`src/rtl/mdu_pkg.sv`:
```
// Shared definitions for the iterative multiply/divide unit (mul_div_unit):
// opcode encodings, FSM state type, default widths and the divide-by-zero
// LO constant. Optional build macro used by the unit: MDU_DIVZERO_FLAG_EN.
package mdu_pkg;

  localparam int unsigned MDU_WIDTH = 32;
  localparam int unsigned MDU_CNT_W = 5;

  // MDUopcode encodings; bit 1 selects divide, bit 0 selects signed.
  localparam logic [1:0] MDU_MULTU = 2'b00;
  localparam logic [1:0] MDU_MULT  = 2'b01;
  localparam logic [1:0] MDU_DIVU  = 2'b10;
  localparam logic [1:0] MDU_DIV   = 2'b11;

  typedef enum logic [1:0] {
    ST_IDLE = 2'd0,
    ST_RUN  = 2'd1,
    ST_FIX  = 2'd2
  } state_t;

  // LO value produced by a divide with a zero divisor.
  localparam logic [MDU_WIDTH-1:0] DIVZ_LO = '1;

endpackage

```
`src/rtl/mdu_if.sv`:
```
// Handshake/operand/result bundle between EX-stage control and the MDU.
// master: control side (drives start/opcode/operands/moves, reads status).
// slave : the MDU itself.
// Signals: start, MDUopcode[1:0], rega, regb, mthi, mtlo, wdata (to MDU);
//          busy, done, hi, lo (from MDU); divzero when MDU_DIVZERO_FLAG_EN.
interface mdu_if;
  import mdu_pkg::*;

  logic                 start;
  logic [1:0]           MDUopcode;
  logic [MDU_WIDTH-1:0] rega;
  logic [MDU_WIDTH-1:0] regb;
  logic                 mthi;
  logic                 mtlo;
  logic [MDU_WIDTH-1:0] wdata;
  logic                 busy;
  logic                 done;
  logic [MDU_WIDTH-1:0] hi;
  logic [MDU_WIDTH-1:0] lo;
`ifdef MDU_DIVZERO_FLAG_EN
  logic                 divzero;

  modport master (
    output start, MDUopcode, rega, regb, mthi, mtlo, wdata,
    input  busy, done, hi, lo, divzero
  );
  modport slave (
    input  start, MDUopcode, rega, regb, mthi, mtlo, wdata,
    output busy, done, hi, lo, divzero
  );
`else
  modport master (
    output start, MDUopcode, rega, regb, mthi, mtlo, wdata,
    input  busy, done, hi, lo
  );
  modport slave (
    input  start, MDUopcode, rega, regb, mthi, mtlo, wdata,
    output busy, done, hi, lo
  );
`endif

endinterface

```
`src/rtl/mdu_sign_fix.sv`:
```
// Combinational conditional two's-complement.
// wide=1 : negate the full 2W-bit value when neg_lo (signed product).
// wide=0 : negate upper half when neg_hi and lower half when neg_lo
//          independently (remainder/quotient, or operand abs at launch).
// Ports: val (in, 2W), wide, neg_hi, neg_lo (in), res_c (out, 2W, comb).
module mdu_sign_fix #(
  parameter int unsigned W = 32
) (
  input  logic [2*W-1:0] val,
  input  logic           wide,
  input  logic           neg_hi,
  input  logic           neg_lo,
  output logic [2*W-1:0] res_c
);

  always_comb begin
    res_c = val;
    if (wide) begin
      if (neg_lo) res_c = -val;
    end else begin
      if (neg_hi) res_c[2*W-1:W] = -val[2*W-1:W];
      if (neg_lo) res_c[W-1:0]   = -val[W-1:0];
    end
  end

endmodule

```
`src/rtl/mul_div_unit.sv`:
```
// Iterative 32-bit multiply/divide unit owning the HI/LO registers.
// MULT/MULTU: shift-add over {acc,mplr}; DIV/DIVU: restoring shift-subtract
// over {rem,quo}; WIDTH iterations then one sign fix-up cycle.
// Ports: CLK, Reset (sync, active-high), bus (mdu_if.slave).
// Build macro MDU_DIVZERO_FLAG_EN: adds bus.divzero and lets a divide by
// zero bypass the iteration phase (IDLE -> FIX).
module mul_div_unit
  import mdu_pkg::*;
#(
  parameter int unsigned WIDTH = MDU_WIDTH,
  parameter int unsigned CNT_W = MDU_CNT_W
) (
  input  logic CLK,
  input  logic Reset,
  mdu_if.slave bus
);

  localparam int unsigned W2 = 2 * WIDTH;

  state_t           state, state_nxt;
  logic [CNT_W-1:0] cnt, cnt_nxt;
  logic [W2-1:0]    hl, hl_nxt;
  logic [WIDTH-1:0] opb, opb_nxt;
  logic [WIDTH-1:0] hi_q, hi_nxt;
  logic [WIDTH-1:0] lo_q, lo_nxt;
  logic             is_div, is_div_nxt;
  logic             neg_hi, neg_hi_nxt;
  logic             neg_lo, neg_lo_nxt;
  logic             dz, dz_nxt;
  logic             busy_q, busy_nxt;
  logic             done_q, done_nxt;
`ifdef MDU_DIVZERO_FLAG_EN
  logic             divzero_q, divzero_nxt;
`endif

  logic             sgn_op;
  logic             launch_dz;
  logic [W2-1:0]    abs_ab_c;
  logic [W2-1:0]    res_c;
  logic [WIDTH:0]   mul_sum;
  logic [W2-1:0]    mul_step;
  logic [WIDTH:0]   rem_ext;
  logic [WIDTH+1:0] div_diff;
  logic [W2-1:0]    div_step;

  assign sgn_op    = bus.MDUopcode[0];
  assign launch_dz = bus.MDUopcode[1] & (bus.regb == '0);

  // Operand magnitudes at launch: {|rega|, |regb|} for signed ops, raw otherwise.
  mdu_sign_fix #(.W(WIDTH)) u_abs (
    .val   ({bus.rega, bus.regb}),
    .wide  (1'b0),
    .neg_hi(sgn_op & bus.rega[WIDTH-1]),
    .neg_lo(sgn_op & bus.regb[WIDTH-1]),
    .res_c (abs_ab_c)
  );

  // Result sign fix-up: whole product for multiply, rem/quo halves for divide.
  mdu_sign_fix #(.W(WIDTH)) u_res (
    .val   (hl),
    .wide  (~is_div),
    .neg_hi(neg_hi),
    .neg_lo(neg_lo),
    .res_c (res_c)
  );

  // One shift-add step; the carry out of acc lands in the top bit.
  assign mul_sum  = {1'b0, hl[W2-1:WIDTH]} + (hl[0] ? {1'b0, opb} : '0);
  assign mul_step = {mul_sum, hl[WIDTH-1:1]};

  // One restoring step; rem_ext can reach WIDTH+1 bits, so subtract with a guard bit.
  assign rem_ext  = {hl[W2-1:WIDTH], hl[WIDTH-1]};
  assign div_diff = {1'b0, rem_ext} - {2'b00, opb};
  assign div_step = div_diff[WIDTH+1] ? {rem_ext[WIDTH-1:0], hl[WIDTH-2:0], 1'b0}
                                      : {div_diff[WIDTH-1:0], hl[WIDTH-2:0], 1'b1};

  // Next-state and datapath next values.
  always_comb begin
    state_nxt  = state;
    cnt_nxt    = cnt;
    hl_nxt     = hl;
    opb_nxt    = opb;
    hi_nxt     = hi_q;
    lo_nxt     = lo_q;
    is_div_nxt = is_div;
    neg_hi_nxt = neg_hi;
    neg_lo_nxt = neg_lo;
    dz_nxt     = dz;
    busy_nxt   = busy_q;
    done_nxt   = 1'b0;
`ifdef MDU_DIVZERO_FLAG_EN
    divzero_nxt = 1'b0;
`endif

    // Moves to HI/LO only land while idle; a same-edge launch still takes them.
    if (!busy_q) begin
      if (bus.mthi) hi_nxt = bus.wdata;
      if (bus.mtlo) lo_nxt = bus.wdata;
    end

    case (state)
      ST_IDLE: begin
        if (bus.start) begin
          is_div_nxt = bus.MDUopcode[1];
          neg_hi_nxt = sgn_op & bus.rega[WIDTH-1];
          neg_lo_nxt = sgn_op & (bus.rega[WIDTH-1] ^ bus.regb[WIDTH-1]);
          dz_nxt     = launch_dz;
          opb_nxt    = abs_ab_c[WIDTH-1:0];
          hl_nxt     = {WIDTH'(0), abs_ab_c[W2-1:WIDTH]};
          cnt_nxt    = '0;
          busy_nxt   = 1'b1;
          state_nxt  = ST_RUN;
`ifdef MDU_DIVZERO_FLAG_EN
          // Skip iterating: park |rega| where the remainder would end up.
          if (launch_dz) begin
            hl_nxt    = {abs_ab_c[W2-1:WIDTH], WIDTH'(0)};
            state_nxt = ST_FIX;
          end
`endif
        end
      end
      ST_RUN: begin
        hl_nxt  = is_div ? div_step : mul_step;
        cnt_nxt = cnt + CNT_W'(1);
        if (cnt == CNT_W'(WIDTH - 1)) state_nxt = ST_FIX;
      end
      ST_FIX: begin
        hi_nxt    = res_c[W2-1:WIDTH];
        lo_nxt    = dz ? DIVZ_LO : res_c[WIDTH-1:0];
        done_nxt  = 1'b1;
        busy_nxt  = 1'b0;
        state_nxt = ST_IDLE;
`ifdef MDU_DIVZERO_FLAG_EN
        divzero_nxt = dz;
`endif
      end
      default: state_nxt = ST_IDLE;
    endcase
  end

  // State register.
  always_ff @(posedge CLK) begin
    if (Reset) state <= ST_IDLE;
    else       state <= state_nxt;
  end

  // Datapath and output registers.
  always_ff @(posedge CLK) begin
    if (Reset) begin
      cnt    <= '0;
      hl     <= '0;
      opb    <= '0;
      hi_q   <= '0;
      lo_q   <= '0;
      is_div <= 1'b0;
      neg_hi <= 1'b0;
      neg_lo <= 1'b0;
      dz     <= 1'b0;
      busy_q <= 1'b0;
      done_q <= 1'b0;
`ifdef MDU_DIVZERO_FLAG_EN
      divzero_q <= 1'b0;
`endif
    end else begin
      cnt    <= cnt_nxt;
      hl     <= hl_nxt;
      opb    <= opb_nxt;
      hi_q   <= hi_nxt;
      lo_q   <= lo_nxt;
      is_div <= is_div_nxt;
      neg_hi <= neg_hi_nxt;
      neg_lo <= neg_lo_nxt;
      dz     <= dz_nxt;
      busy_q <= busy_nxt;
      done_q <= done_nxt;
`ifdef MDU_DIVZERO_FLAG_EN
      divzero_q <= divzero_nxt;
`endif
    end
  end

  assign bus.busy = busy_q;
  assign bus.done = done_q;
  assign bus.hi   = hi_q;
  assign bus.lo   = lo_q;
`ifdef MDU_DIVZERO_FLAG_EN
  assign bus.divzero = divzero_q;
`endif

endmodule
```
`src/flat_wrapper.sv`:
```
// flat-port wrapper written by rule: the top's interface ports become plain ports
module mul_div_unit_flat import mdu_pkg::*;
#(
  parameter int unsigned WIDTH = MDU_WIDTH,
  parameter int unsigned CNT_W = MDU_CNT_W
)
  (CLK, Reset, bus_start, bus_MDUopcode, bus_rega, bus_regb, bus_mthi, bus_mtlo, bus_wdata, bus_busy, bus_done, bus_hi, bus_lo);
  mdu_if bus_i ();
  input  logic CLK;
  input  logic Reset;
  input wire logic [$bits(bus_i.start)-1:0] bus_start;
  input wire logic [$bits(bus_i.MDUopcode)-1:0] bus_MDUopcode;
  input wire logic [$bits(bus_i.rega)-1:0] bus_rega;
  input wire logic [$bits(bus_i.regb)-1:0] bus_regb;
  input wire logic [$bits(bus_i.mthi)-1:0] bus_mthi;
  input wire logic [$bits(bus_i.mtlo)-1:0] bus_mtlo;
  input wire logic [$bits(bus_i.wdata)-1:0] bus_wdata;
  output wire logic [$bits(bus_i.busy)-1:0] bus_busy;
  output wire logic [$bits(bus_i.done)-1:0] bus_done;
  output wire logic [$bits(bus_i.hi)-1:0] bus_hi;
  output wire logic [$bits(bus_i.lo)-1:0] bus_lo;
  assign bus_i.start = bus_start;
  assign bus_i.MDUopcode = bus_MDUopcode;
  assign bus_i.rega = bus_rega;
  assign bus_i.regb = bus_regb;
  assign bus_i.mthi = bus_mthi;
  assign bus_i.mtlo = bus_mtlo;
  assign bus_i.wdata = bus_wdata;
  assign bus_busy = bus_i.busy;
  assign bus_done = bus_i.done;
  assign bus_hi = bus_i.hi;
  assign bus_lo = bus_i.lo;
  mul_div_unit #(.WIDTH(WIDTH), .CNT_W(CNT_W)) u_core (.CLK(CLK), .Reset(Reset), .bus(bus_i));
endmodule
```
`config.mk`:
```
export PLATFORM = sky130hd
export DESIGN_NAME = mul_div_unit_flat
export DESIGN_NICKNAME = d
export VERILOG_FILES = /design/src/rtl/mdu_pkg.sv /design/src/rtl/mdu_if.sv /design/src/rtl/mdu_sign_fix.sv /design/src/rtl/mul_div_unit.sv /design/src/flat_wrapper.sv
export SDC_FILE = /design/constraint.sdc
export NUM_CORES = 1
export LEC_CHECK = 0
export ABC_AREA = 1
export CORE_AREA = 2 2 208 210
export CTS_BUF_LIST = sky130_fd_sc_hd__clkbuf_2 sky130_fd_sc_hd__clkbuf_4 sky130_fd_sc_hd__clkbuf_8
export CTS_CLUSTER_SIZE = 30
export DETAILED_ROUTE_END_ITERATION = 7
export DIE_AREA = 0 0 210 212
export GPL_TIMING_DRIVEN = 0
export SLEW_MARGIN = 15
export SYNTH_ARGS = -nofsm -noshare
export SYNTH_HDL_FRONTEND = slang
export SYNTH_SLANG_ARGS = --single-unit
```
`constraint.sdc`:
```
create_clock -name CLK -period 7.3 [get_ports CLK]
set_input_delay 2.19 -clock CLK [delete_from_list [all_inputs] [get_ports CLK]]
set_output_delay 2.19 -clock CLK [all_outputs]
set_load 0.02 [all_outputs]
```
=== After elaboration in Yosys (flattened, before gate mapping) ===
Index checks and enable logic that the tools add are counted.

* Register bits: 173
* Output and inout port bits: 66
* Word-level logic and storage cells: 69
* Input bits: 103

* Add/subtract/negate cells: 8
* Reductions and logical operators: 12
* Bitwise logic cells: 5
* Multiplexer cells: 26
* Equality and inequality tests: 6

{| class="wikitable"
|+ Operators with widths
! kind !! number
|-
| 2-to-1 mux 32 bit || 12
|-
| 2-to-1 mux 64 bit || 5
|-
| negation 32 bit || 4
|-
| case mux 64 bit (2 select lines) || 1
|-
| negation 64 bit || 1
|-
| subtractor 33 x 32 -> 34 bit || 1
|-
| adder 32 x 33 -> 33 bit || 1
|-
| logical NOT 32 bit || 1
|-
| AND reduction 2 bit || 6
|-
| case mux 5 bit (2 select lines) || 1
|-
| nonzero test 2 bit || 4
|-
| adder 5 x 1 -> 5 bit, second input constant || 1
|-
| == test 5 bit, second input constant || 1
|-
| 2-to-1 mux 5 bit || 1
|-
| bitwise AND 1 bit || 4
|-
| 2-to-1 mux 2 bit || 2
|-
| != test 2 bit, second input constant || 2
|-
| case mux 2 bit (2 select lines) || 1
|-
| == test 2 x 1 -> 1 bit, second input constant || 1
|-
| == test 2 bit, second input constant || 1
|-
| logical NOT 2 bit || 1
|-
| 2-to-1 mux 1 bit || 2
|-
| != test 2 x 1 -> 1 bit, second input constant || 1
|-
| case mux 1 bit (2 select lines) || 1
|-
| XOR 1 bit || 1
|}

=== Longest topological paths before layout ===
* Word-level depth: 5
* Depth in mapped cells: 20
* Gate-level depth less buffers: 18

=== By module ===
Synthesis repeated with hierarchy kept, for this count alone.

* Cell total of the unflattened synthesis: 3237
* Area total of the unflattened synthesis: 17895.9 um^2

{| class="wikitable"
|+ Modules (own cells, without submodules)
! module !! area each (um^2) !! cells an instance !! seq. area each (um^2) !! times used
|-
| mul_div_unit || 13086.3 || 2217 || 3463.3 || 1
|-
| mdu_sign_fix || 2404.8 || 510 || 0.0 || 2
|}

=== Least setup slack after synthesis ===
OpenSTA, ideal clock, no wires.

* Path kind: in2reg
* Start: input port bus_rega[1]
* End: register u_core.hl[28]
* Arrival time: 3.503 ns
* Data required time: 7.178 ns
* Library setup time: 0.122 ns
* Buffers on the path: 0
* Slack: 3.675 ns
* Cell stages on the path: 12
* Path through: inv_1 ha_1 nand2_1 nor2_2 nand3_2 nor3_2 nand2_2 nand2_4 nand3_1 or2_0 nand2_1 a21oi_2

* Cells in the longest elaborated chain, start to end: 4

{| class="wikitable"
|+ RTL lines
! element !! RTL line !! RTL
|-
| start: declaration || flat_wrapper.sv:13 || <nowiki>input wire logic [$bits(bus_i.rega)-1:0] bus_rega;</nowiki>
|-
| negation 32 bit || mdu_sign_fix.sv:21 || <nowiki>if (neg_hi) res_c[2*W-1:W] = -val[2*W-1:W];</nowiki>
|-
| 2-to-1 mux 32 bit || mdu_sign_fix.sv:21 ||
|-
| 2-to-1 mux 64 bit || mul_div_unit.sv:103 || <nowiki>if (bus.start) begin</nowiki>
|-
| case mux 64 bit (2 select lines) || mul_div_unit.sv:101 || <nowiki>case (state)</nowiki>
|-
| end signal: assignment || mul_div_unit.sv:166 || <nowiki>hl <= hl_nxt;</nowiki>
|-
| end: declaration || mul_div_unit.sv:22 || <nowiki>logic [W2-1:0] hl, hl_nxt;</nowiki>
|}

No other way between the ends. The select of a mux whose other input is x is not followed.
A chain may end at the register's enable or synchronous reset.

=== Worst setup path in the final report ===
* Start: input port bus_regb[1]
* End: register u_core.dz

* Cells in the longest elaborated chain, start to end: 2

{| class="wikitable"
|+ RTL lines
! element !! RTL line !! RTL
|-
| start: declaration || flat_wrapper.sv:14 || <nowiki>input wire logic [$bits(bus_i.regb)-1:0] bus_regb;</nowiki>
|-
| logical NOT 32 bit || mul_div_unit.sv:47 || <nowiki>assign launch_dz = bus.MDUopcode[1] & (bus.regb == '0);</nowiki>
|-
| bitwise AND 1 bit || mul_div_unit.sv:47 ||
|-
| end signal: assignment || mul_div_unit.sv:173 || <nowiki>dz <= dz_nxt;</nowiki>
|-
| end: declaration || mul_div_unit.sv:29 || <nowiki>logic dz, dz_nxt;</nowiki>
|}

No other way between the ends.

==> results by group <==
Placed design
  – Placed instance area: 19,500 sq um
  – DP HPWL: 68,600 microns
  – Port Buffers: 168
  – Final GP Congestion: around 1.0

Worst hold path
  – Hold_sp: u_core.bus.lo[3]
  – Worst Hold Class: reg2reg
  – Cell count of the worst hold path: 2
  – Hold EP: u_core.bus.lo[3]

STA
  – Highest Clock Rate: 0.234 GHz
  – Final Max Slew Viols: 0
  – Setup TNS: 0 ns
  – Final hold vios: 0
  – Final period util: between 50 and 60%
  – Worst slew pin tran: between 1 and 1.5 ns
  – Tmin final: 4.28 ns
  – Setup Skew: roughly 0.034 ns
  – RSZ-0062 raised after global routing: no
  – Setup Viol. Count Final: 0
  – Worst slew margin: 22.0%

Detailed routing
  – Mean routed wirelength per cell: 21.5 microns
  – Via density: 5.62
  – DRC: 0
  – Initial drt markers: 2,582
  – Pre-antenna DRT Iters: 6
  – ANT nets after route: 0
  – WL final: 82,600 microns
  – Via count: ~22,000

Clocking
  – CTS Buf Count: 17
  – Clk Latency, worst-skew pair: 0.54 ns
  – Post-CTS setup buffer count: 0
  – CTS root buf: clkbuf_8
  – CTS H-tree depth: 4
  – CTS Sinks: 173
  – PostCTS Resize Cnt: 0
  – CTS Hold Bufs: 0
  – Maximum clock insertion buffer count: 2
  – CTS tree: done
  – Worst-path clk slew: 0.12 ns

Worst setup path
  – Crit Path Category: in2reg
  – Critical Path AT: 4.74 ns
  – Worst Path Max Fanout: 5
  – Reg2reg start: u_core.hl[0]
  – R2R Setup Slk: 3.53 ns
  – Worst R2R Path Depth: 19
  – Worst setup EP type: register
  – Critical Path RT: 7.77 ns
  – R2r endpoint: u_core.hl[59]
  – Worst setup startpoint: bus_regb[1]
  – Worst setup SP type: primary input

Global route
  – Global route overflow: 0
  – Largest net degree at the start of global routing: 18
  – Antenna violations before repair: 1
  – Global-route wire length before repair: about 120,000 microns
  – Vias in the first global route: slightly below 20,000
  – All-Layer GR Usage: 36.5%

Die
  – Die width: 210 microns
  – Core Area: 42,500 sq um
  – Starting density of the core: 40.3%
  – Row cnt: 76
  – Die footprint: 44,500 sq um
  – Die H: 212 microns
  – IO Count: around 170

Synth
  – Synth area leader: nand2_1
  – YS warnings: 0
  – Post-synth top area share: 20.6%
  – Post-synth cell types: 54
  – Sequential area share after synthesis: between 20% and 30%
  – Mapped Cells: 3,095
  – Synth Net Count: about 3,300
  – Area of the mapped netlist: roughly 17,000 sq um
  – Mean post-synth cell area: 5.53 sq um
  – #FFs+latches synth: 173
  – Top cells by area, synth: nand2_1 21%, dfxtp_1 20%, inv_1 9.8%, o21ai_0 7.5%, nand3_1 7.2%

Pwr
  – Leak: 9.58 nW
  – Max VDD drop: approximately 0.00011 V
  – Pwr Density: 160 nW/um^2

Layout
  – P&R area growth vs syn: 16.1%
  – Reg area: roughly 3500 sq um
  – Multi-input gate area: approximately 11,000 sq um
  – Final Net Count: 3,457
  – Filler cell count: 4,753
  – Fin area: about 20,000 sq um
  – Share of layout cells above drive strength 1: 3.22%

Flow run
  – Max-cap viol count: 0

Outcome
  – Status: complete, no violations
==> cells in the mapped netlist, drive strengths merged <==
cell    instances
and2            7
nand4          42
fa              2
o21bai         15
o21ai         276
nor4            7
dfxtp         173
xnor2          17
clkbuf         84
a211oi          3
a21oi         247
o221ai          4
ha             70
buf            32
inv           455
o31ai           5
o21a            1
or3             1
nand3         253
a21boi          1
o211ai         17
and3            3
a31oi          26
a21o            1
clkinv          3
nor3           37
xor2           28
nor2          288
or2             9
nand2         949
nand3b         29
a221oi         10
==> logic make-up (layout without fill, tap and decap cells) <==
group	Yosys count	count (layout)	synth area share (%)
AND/OR/NAND/NOR	1625	1625	40.2
AO/OA/AOI/OAI	606	606	19.1
buffers and inverters	574	774	12.8
flip-flops	173	173	20.2
adder cells (fa/ha/maj)	72	72	5.35
XOR/XNOR	45	45	2.30
other	0	1	0
==> where the power goes <==
group / total (mW) / switching (mW) / internal (mW)
Sequential: 1.11 / 0.101 / 1.01
Combinational: 1.34 / 0.919 / 0.421
Clock: 0.736 / 0.443 / 0.292
Total: 3.19 / 1.46 / 1.72
==> critical path: stages <==
cell             delay [ns]
clkdlybuf4s50_1        0.43
inv_1                  0.09
ha_1                   0.20
nand4_1                0.18
nor3_2                 0.32
nand3_1                0.26
nor2_1                 0.15
nand3_1                0.11
nor3_1                 0.64
o21a_1                 0.18
==> worst max-delay path by stage <==
stage                     slack, ns  cells after the start            end
final                          3.02                     10      u_core.dz
after detailed placement       2.55                     10      u_core.dz
after CTS                      3.09                     10      u_core.dz
after global routing           2.91                     10      u_core.dz
after global placement         2.58                     10      u_core.dz
after floorplan                3.68                     12  u_core.hl[28]
==> metrics by stage <==
step / power, mW / util (%) / hold WS [ns] / instances / setup slack (ns)
5_1_grt: 3.35 / 46.8 / 0.498 / 3841 / 2.91
4_1_cts: 3.15 / 46.8 / 0.476 / 3841 / 3.09
2_1_floorplan: 1.90 / - / 0.445 / 3095 / 3.68
6_report: 3.19 / 46.8 / 0.478 / 3842 / 3.02
3_5_place_dp: 2.42 / 45.8 / 0.460 / 3809 / 2.55
3_3_place_gp: 2.42 / 45.8 / 0.456 / 3809 / 2.58
==> sequential cells by signal, indices dropped and copies added, names as in the netlist <==
| register | count |
|---|---|
| u_core.is_div | 1 |
| u_core.bus.busy | 1 |
| u_core.cnt | 5 |
| u_core.neg_lo | 1 |
| u_core.bus.lo | 32 |
| u_core.neg_hi | 1 |
| u_core.hl | 64 |
| u_core.bus.done | 1 |
| u_core.dz | 1 |
| u_core.opb | 32 |
| u_core.state | 2 |
| u_core.bus.hi | 32 |
==> cell usage in the layout, fill, tap and decap left out, types with 4 or more instances in the layout <==
| cell type | instances |
|---|---|
| a221oi_1 | 10 |
| o31ai_1 | 5 |
| nor3_1 | 32 |
| a31oi_1 | 26 |
| ha_1 | 70 |
| inv_6 | 5 |
| or2_2 | 6 |
| nor3_2 | 4 |
| xnor2_1 | 17 |
| buf_1 | 14 |
| nor4_1 | 7 |
| inv_1 | 446 |
| dfxtp_1 | 173 |
| a21oi_1 | 244 |
| nor2_1 | 279 |
| buf_2 | 13 |
| nand2_2 | 8 |
| clkbuf_8 | 18 |
| nand4_1 | 42 |
| clkbuf_1 | 84 |
| o21ai_0 | 255 |
| nand3b_1 | 29 |
| clkdlybuf4s50_1 | 168 |
| o21bai_1 | 14 |
| inv_2 | 8 |
| nand3_2 | 5 |
| o21ai_2 | 5 |
| o211ai_1 | 17 |
| o221ai_1 | 4 |
| nor2_2 | 7 |
| o21ai_1 | 16 |
| nand2_1 | 939 |
| and2_1 | 5 |
| nand3_1 | 247 |
| xor2_1 | 28 |
==> area by class of cell <==
type	instances	share of cell area [%]
Inverter	458	8.66
Clock inverter	14	0.749
Antenna cell	1	0.0126
Sequential cell	173	17.4
Clock buffer	18	1.25
Buffer	116	2.40
Multi-Input combinational cell	2348	57.6
Tap cell	546	3.44
Timing Repair Buffer	168	8.46
==> routing by layer <==
layer	routed length (microns)	global-route usage, %	vias up
met5	0	0	-
met4	2010	9.88	0
met3	7430	4.70	114
met2	35000	56.0	1013
met1	38200	53.6	10089
li1	-	-	10390
No activity file was read; power rests on OpenSTA's default activity.
